[config.mk]
export PLATFORM = sky130hd
export DESIGN_NAME = bus_arb
export DESIGN_NICKNAME = d
export VERILOG_FILES = /design/src/rtl/bus_arb.sv
export SDC_FILE = /design/constraint.sdc
export NUM_CORES = 1
export LEC_CHECK = 0
export BUFFER_PORTS_ARGS = -buffer_cell sky130_fd_sc_hd__buf_2
export CAP_MARGIN = 15
export CORE_MARGIN = 2
export CORE_UTILIZATION = 30
export DETAILED_ROUTE_END_ITERATION = 16
export MAX_ROUTING_LAYER = met4
export PLACE_DENSITY = 0.59
export SLEW_MARGIN = 20
export SYNTH_ARGS = -nofsm -noshare
export SYNTH_HDL_FRONTEND = slang
export SYNTH_SLANG_ARGS = --single-unit
[constraint.sdc]
create_clock -name clk_i -period 1.8 [get_ports clk_i]
set_input_delay 0.18 -clock clk_i [delete_from_list [all_inputs] [get_ports clk_i]]
set_output_delay 0.18 -clock clk_i [all_outputs]
set_load 0.005 [all_outputs]
[src/rtl/bus_arb.sv]
// Round-robin arbiter for a shared address/data bus: one owner at a time,
// a hold limit that only bites under contention, and a one-cycle turnaround.
module bus_arb #(
  parameter int N_REQ     = 2,
  parameter int AD_LEN    = 32,
  parameter int BUS_WIDTH = 32,
  parameter int MAX_HOLD  = 8
) (
  input  logic                    clk_i,
  input  logic                    reset_i,
  input  logic [N_REQ-1:0]        req_i,
  input  logic [N_REQ*AD_LEN-1:0] ad_i,
  input  logic [BUS_WIDTH-1:0]    bus_data_i,
  output logic [AD_LEN-1:0]       bus_ad_o,
  output logic [N_REQ-1:0]        gnt_o,
  output logic [BUS_WIDTH-1:0]    data_o,
  output logic [N_REQ-1:0]        data_valid_o
);

  localparam int PTR_W  = $clog2(N_REQ);
  localparam int HOLD_W = $clog2(MAX_HOLD);
  localparam logic [PTR_W-1:0]  LAST_IDX   = PTR_W'(N_REQ - 1);
  localparam logic [HOLD_W-1:0] HOLD_LIMIT = HOLD_W'(MAX_HOLD - 1);
  localparam logic [N_REQ-1:0]  ONE_HOT0   = N_REQ'(1);

  typedef enum logic [1:0] {IDLE, GRANT, TURN} state_t;

  state_t            state;
  logic [PTR_W-1:0]  rr_ptr;
  logic [PTR_W-1:0]  owner;
  logic [HOLD_W-1:0] hold_cnt;

  logic [PTR_W-1:0]  pick_idx;
  logic              pick_valid;
  logic [PTR_W-1:0]  next_ptr;
  logic [N_REQ-1:0]  owner_mask;
  logic              owner_req;
  logic              other_req;
  logic              hold_expired;
  int                cand;

  // Scan downward so the last hit is the first requester at or after rr_ptr.
  always_comb begin
    pick_valid = 1'b0;
    pick_idx   = '0;
    cand       = 0;
    for (int i = N_REQ - 1; i >= 0; i--) begin
      cand = int'(rr_ptr) + i;
      if (cand >= N_REQ) cand = cand - N_REQ;
      if (req_i[cand[PTR_W-1:0]]) begin
        pick_valid = 1'b1;
        pick_idx   = cand[PTR_W-1:0];
      end
    end
  end

  assign owner_mask   = ONE_HOT0 << owner;
  assign owner_req    = |(req_i & owner_mask);
  assign other_req    = |(req_i & ~owner_mask);
  assign hold_expired = (hold_cnt == HOLD_LIMIT);
  assign next_ptr     = (owner == LAST_IDX) ? '0 : owner + 1'b1;

  // The owner's address passes straight through so address changes land on the bus in-cycle.
  assign bus_ad_o = (state == GRANT) ? ad_i[owner*AD_LEN +: AD_LEN] : '0;

  always_ff @(posedge clk_i or posedge reset_i) begin
    if (reset_i) begin
      state        <= IDLE;
      rr_ptr       <= '0;
      owner        <= '0;
      hold_cnt     <= '0;
      gnt_o        <= '0;
      data_o       <= '0;
      data_valid_o <= '0;
    end else begin
      data_valid_o <= '0;
      case (state)
        IDLE: begin
          if (pick_valid) begin
            owner    <= pick_idx;
            hold_cnt <= '0;
            gnt_o    <= ONE_HOT0 << pick_idx;
            state    <= GRANT;
          end
        end
        GRANT: begin
          if (!hold_expired) hold_cnt <= hold_cnt + 1'b1;
          if (!owner_req) begin
            state  <= TURN;
            gnt_o  <= '0;
            rr_ptr <= next_ptr;
          end else begin
            data_o       <= bus_data_i;
            data_valid_o <= owner_mask;
            // The last transfer of a forced release still completes.
            if (hold_expired && other_req) begin
              state  <= TURN;
              gnt_o  <= '0;
              rr_ptr <= next_ptr;
            end
          end
        end
        TURN: begin
          state <= IDLE;
        end
        default: begin
          state <= IDLE;
          gnt_o <= '0;
        end
      endcase
    end
  end

endmodule

==> metrics, run 1 <==
Finished Layout Cells 467; count of unique library cells instantiated by Yosys 35; Final #Nets 466; commonest non-fill, non-tap cell in the layout buf_2; endpoint class of the critical path output pin; Clock Tree Buf Depth 2; first-pass GRT wire length 9180 um; minimum clock period 1.68 ns; unrepaired setup endpoints after global routing false; Detail Placement HPWL 4500 um; hold_ws 0.106 ns; Site Rows 32; Slew @ Worst Pin 0.782 ns; min-delay src bus_data_i[7]; Mapped Area 0.00240 sq mm; power per cell area 1600 mW/mm^2; final WL 5850 um; Data required, critical path 1.62 ns; port bufs 167; drt wl/cell 12.5 um; Crit path arrival time 1.50 ns; most frequent cells in the layout buf_2 (167), dfrtp_1 (42), nor2_1 (37); clk root buf clkbuf_8; Vias 2039; n_diodes 0; met3 WL 424 um; H-tree depth 2; antenna violations before repair 0; sequential cell area fraction in the yosys report 0.448; layout cell share with drive strength beyond 1 0.600; Post-synth ARST share 1.00; hold path endpoint data_o[7]; vias in the first global route 2022; clk_lat worst skew 0.30 ns; syn_area_per_cell 12.4 sq um; placed cell area 0.00335 sq mm; WHS Path Cells 2; FMAX 595 MHz; R2R setup slack 0.16 ns; Final ANT Viol Nets 0; Max FO, Critical Path 35; Setup TNS Final 0 ns; Slew Limit Fails 0; grt ovf 0; ys flop type dfrtp_1; clock sink count 43; Initial Util 0.311; CTS tree done; post-synthesis register bit count 43; RePlAce Congestion 0.786; DR iter-0 viols 34; metal2 WL 2860 um; Vias/cell 4.37; RR Endpoint gnt_o[0]; Post-synth EDFFs 0; Vert. Die Dim 93.5 um; PnR worst setup slack 0.119 ns; Leak Pwr 1.96 nW; Max-slew headroom 0.475; DR top layer met4; WL met1 2490 um; core area 0.00773 sq mm; final setup skew 0.00964 ns; placed insts 458; clock buffer count from CTS 5; WS Path Type reg2out; worst slack, placed 0.137 ns; drt first pass iters 4; Die W 93.5 um; post-layout util 0.449; Yosys warnings 0; synthesis-to-layout area growth 44.6%; Top Ports 168; clock transition at the registers of the reported paths 0.09 ns; DR DRC count 0; RR Startpoint hold_cnt[0]; CP Launch Type register; final setup fails 0; Post-Synthesis Cells 194; Final Power 5.55 mW; Post-CTS Setup Bufs 0; fin area 0.00347 sq mm; net count after synthesis 296; period utilisation layout 0.934; MaxCap Viol Count 0; HP Class in2reg; Worst VDD drop 450 uV; DIE AREA 0.00874 sq mm; Fin. Hold Viols 0; R2R depth 5; status complete, no violations; largest net degree at the start of global routing 39; GRT Total Usage 0.133
## power by group
part | switching (mW) | internal (mW)
clock | 0.327 | 0.413
combinational | 1.35 | 1.79
sequential | 0.231 | 1.44
total | 1.91 | 3.64
## worst max-delay path: stages (launching register included)
cell     delay (ns)
dfrtp_2        0.39
buf_6          0.34
mux2i_1        0.25
nor2_1         0.06
buf_2          0.14
## layout make-up
type	count	area [sq um]
Clock inverter	3	43.8
Inverter	3	11.3
Tap cell	102	128
Fill cell	746	4250
Sequential cell	43	1080
Timing Repair Buffer	175	940
Clock buffer	5	68.8
Multi-Input combinational cell	136	1200
## state kept, by name, summed over array words and instances (netlist names)
register / cells
rr_ptr: 1
data_valid_o: 2
gnt_o: 2
data_o: 32
state: 2
hold_cnt: 3
owner: 1
## cells by family (layout without fill, tap and decap cells)
family / count (synthesis) / after routing / synth area share
multiplexers: 64 / 64 / 0.330
AND/OR/NAND/NOR: 52 / 52 / 0.102
flip-flops: 43 / 43 / 0.448
AO/OA/AOI/OAI: 18 / 18 / 0.0594
buffers and inverters: 15 / 186 / 0.0505
adder cells (fa/ha/maj): 2 / 2 / 0.0104
## synthesized netlist by cell type, types with 3 or more instances
cell      n  area share
buf_2     7       0.015
nor2b_1   4       0.010
dfrtp_1  43        0.45
mux2i_1  32        0.13
nor2_1   37       0.058
a21o_1    3      0.0094
mux2_4   30        0.19
inv_1     3      0.0047
buf_12    3       0.025
## timing repair
action                     CTS  global route
hold buffers                 1             0
setup endpoints to repair    9             0
gates resized for setup      1             0
hold endpoints to repair    20             0
## metal layers
metal | GRT usage | vias to the layer above
li1 | - | 1020
met1 | 0.164 | 930
met2 | 0.222 | 82
met3 | 0.0282 | 7
met4 | 0.0368 | 0
met5 | - | -
## worst max-delay path by stage
stage,start,to,slack (ns),cells after the start
after floorplan,owner,data_o[0],0.30,5
after global placement,hold_cnt[0],gnt_o[0],0.24,5
after detailed placement,hold_cnt[0],gnt_o[0],0.14,5
after CTS,owner,bus_ad_o[6],0.1,4
after global routing,owner,bus_ad_o[13],0.02,4
final,owner,bus_ad_o[6],0.12,4
(Power assumes the default switching activity.)
==> run 2, diff against run 1 <==
Settings changed: ABC_AREA from default to 1, PLACE_DENSITY 0.59 to 0.6.
==> metrics, run 2 <==
clk_lat worst skew 0.29 ns (about the same); Fin. Hold Viols 4 (+4); GRT Total Usage 0.154 (+0.0204); Max FO, Critical Path 20 (-43%); grt ovf 0 (unchanged); Max-slew headroom 0.644 (+0.169); RR Endpoint data_o[26]; Data required, critical path 1.62 ns (about the same); final setup fails 0 (unchanged); combinational share of power 0.495 (-0.070); Post-Synthesis Cells 303 (+56%); CTS tree done; clock sink count 43 (unchanged); unrepaired setup endpoints after global routing false; commonest non-fill, non-tap cell in the layout nand2_1; most frequent cell after synthesis nand2_1; Synth top area share 0.494 (+0.0458); Vert. Die Dim 89.2 um (-4.5%); Leak Pwr 1.96 nW (about the same); Slew Limit Fails 0 (unchanged); clk root buf clkbuf_8; Yosys warnings 0 (unchanged); n_diodes 0 (unchanged); layout cell share with drive strength beyond 1 0.393 (-0.207); Sw Share 0.403 (+0.0593); Largest regs data_o (32), hold_cnt (3); net count after synthesis 405 (+37%); power per cell area 1540 mW/mm^2 (-3.6%); Detail Placement HPWL 4660 um (+3.5%); Setup TNS Final 0 ns (unchanged); R2R depth 6 (+1); Post-synth ARST share 1.00 (unchanged); DR DRC count 0 (unchanged); status complete, but fails checks; Filler Cell Count 771 (+3.4%); port bufs 167 (unchanged); Final #Nets 569 (+22%); placed insts 559 (+22%); CP endpoint bus_ad_o[4]; Finished Layout Cells 567 (+21%); Largest register FFs 32 (unchanged); synthesis-to-layout area growth 48.0%; first-pass GRT wire length 9560 um (+4.1%); final setup skew 0.00699 ns (-0.00266 ns); RePlAce Congestion 0.812 (+3.3%); ys flop type dfrtp_1; clock power share 0.178 (+0.045); Vias 2494 (+22%); cts-stage hold buffer count 0 (-1); endpoint class of the critical path output pin; most frequent cells after synthesis nand2_1 (177), dfrtp_1 (43), a21oi_1 (32); Clock Tree Buf Depth 2 (unchanged); H-tree depth 2 (unchanged); WS Path Type reg2out; Initial Util 0.305 (-0.00548); Top Ports 168 (unchanged); failing checks hold timing; Setup crit start owner; sequential cell area fraction in the yosys report 0.494 (+0.0458); Die W 89.2 um (-4.5%); hold_ws -0.00764 ns (-0.113 ns); Site Rows 31 (-3.1%); Yosys top cell by area dfrtp_1; post_cts resized 0 (-1); Cell Int Power 2.96 mW (-19%); Net Sw Power 2.00 mW (+4.9%); Vias/cell 4.40 (+0.74%); FMAX 609 MHz (+2.4%); Slew @ Worst Pin 0.534 ns (-0.248 ns); period utilisation layout 0.912 (-0.0221); Post-synth EDFFs 0 (unchanged); Worst VDD drop 561 uV (+25%); most frequent cells in the layout nand2_1 (177), buf_2 (167), dfrtp_1 (43); core area 0.00714 sq mm (-7.6%); MaxCap Viol Count 0 (unchanged); synth top area cells dfrtp_1 (49%), nand2_1 (30%), a21oi_1 (7.3%); Post-CTS Setup Bufs 0 (unchanged); Reg with most FFs data_o; count of unique library cells instantiated by Yosys 18 (-49%); clock buffer count from CTS 5 (unchanged); CP Launch Type register; Sequential Power Share 0.327 (+0.026); syn_area_per_cell 7.19 sq um (-42%); vias in the first global route 2232 (+10%); antenna violations before repair 0 (unchanged); Final ANT Viol Nets 0 (unchanged); drt wl/cell 10.8 um (-14%); DIE AREA 0.00796 sq mm (-8.9%); drt first pass iters 4 (unchanged); R2R setup slack 0.27 ns (+0.11 ns); clock transition at the registers of the reported paths 0.08 ns (about the same); Crit path arrival time 1.46 ns (-0.04 ns); minimum clock period 1.64 ns (-0.0398 ns); DR iter-0 viols 63 (+85%); RR Startpoint owner; post-synthesis register bit count 43 (unchanged); largest net degree at the start of global routing 44 (+13%); final WL 6140 um (+5.0%); Mapped Area 0.00218 sq mm (-9.3%); HP Class in2async
run 2: cell count changes after synthesis, moves of 5 or more:
cell and change:
a21oi_1 +30, mux2_4 -30, o21ai_0 +5, inv_1 +7, nand2_1 +176, nand3_1 +5, buf_2 -6, mux2i_1 -32
clkbuf_1 +8, nor2_1 -31
run 2: how the worst min path moves through the flow:
stage | end | slack (ns) | cells past startpoint
6_report | gnt_o[1] | -0.008 | 3
5_1_grt | gnt_o[1] | 0.04 | 3
4_1_cts | gnt_o[0] | 0.03 | 3
3_5_place_dp | gnt_o[0] | 0.35 | 3
3_3_place_gp | gnt_o[0] | 0.35 | 3
2_1_floorplan | data_o[0] | 0.30 | 2
run 2: cell type report:
class / count / area, sq um / area share
Multi-Input combinational cell: 232 / 962 / 0.298
Sequential cell: 43 / 1080 / 0.334
Timing Repair Buffer: 173 / 885 / 0.274
Inverter: 12 / 46.3 / 0.0144
Clock buffer: 6 / 72.6 / 0.0225
Clock inverter: 2 / 60.1 / 0.0186
Tap cell: 99 / 124 / 0.0384
run 2: kinds of logic after synthesis:
family,after synthesis,share of synthesized area
flops,43,0.494
buf+inv,28,0.0649
fa+ha+maj,2,0.0115
simple gates,189,0.330
compound gates,41,0.100
run 2: per-layer routing:
metal  track usage  up-vias  part of all wire
li1              -     1260                 -
met1         0.168     1113              0.41
met2         0.286      116              0.50
met3        0.0314        5             0.086
met4        0.0339        0            0.0051
met5             -        -                 0
run 2: power groups by stage:
stage / clock, mW / combinational, mW / sequential, mW
floorplan: 0 / 1.46 / 1.66
global placement: 0 / 2.45 / 1.64
detailed placement: 0 / 2.50 / 1.64
CTS: 0.910 / 2.51 / 1.63
global route: 0.941 / 2.89 / 1.68
finish: 0.883 / 2.46 / 1.62
run 2: worst max-delay path, stage by stage, from the launching register on:
cell and delay [ns]:
dfrtp_1 0.42, clkinv_2 0.19, buf_6 0.22, nand2_1 0.07
a21oi_1 0.13, buf_2 0.13
run 2: metrics by stage:
| stage | utilization | total power, mW | setup WS [ns] | hold WS (ns) | area (sq um) |
|---|---|---|---|---|---|
| finish | 0.452 | 4.96 | 0.159 | -0.00764 | 3230 |
| CTS | 0.451 | 5.04 | 0.0857 | 0.0260 | 3220 |
| floorplan | - | 3.12 | 0.528 | 0.297 | 2180 |
| global placement | 0.433 | 4.09 | 0.336 | 0.349 | 3090 |
| global route | 0.452 | 5.50 | 0.0232 | 0.0421 | 3230 |
| detailed placement | 0.433 | 4.14 | 0.305 | 0.349 | 3090 |
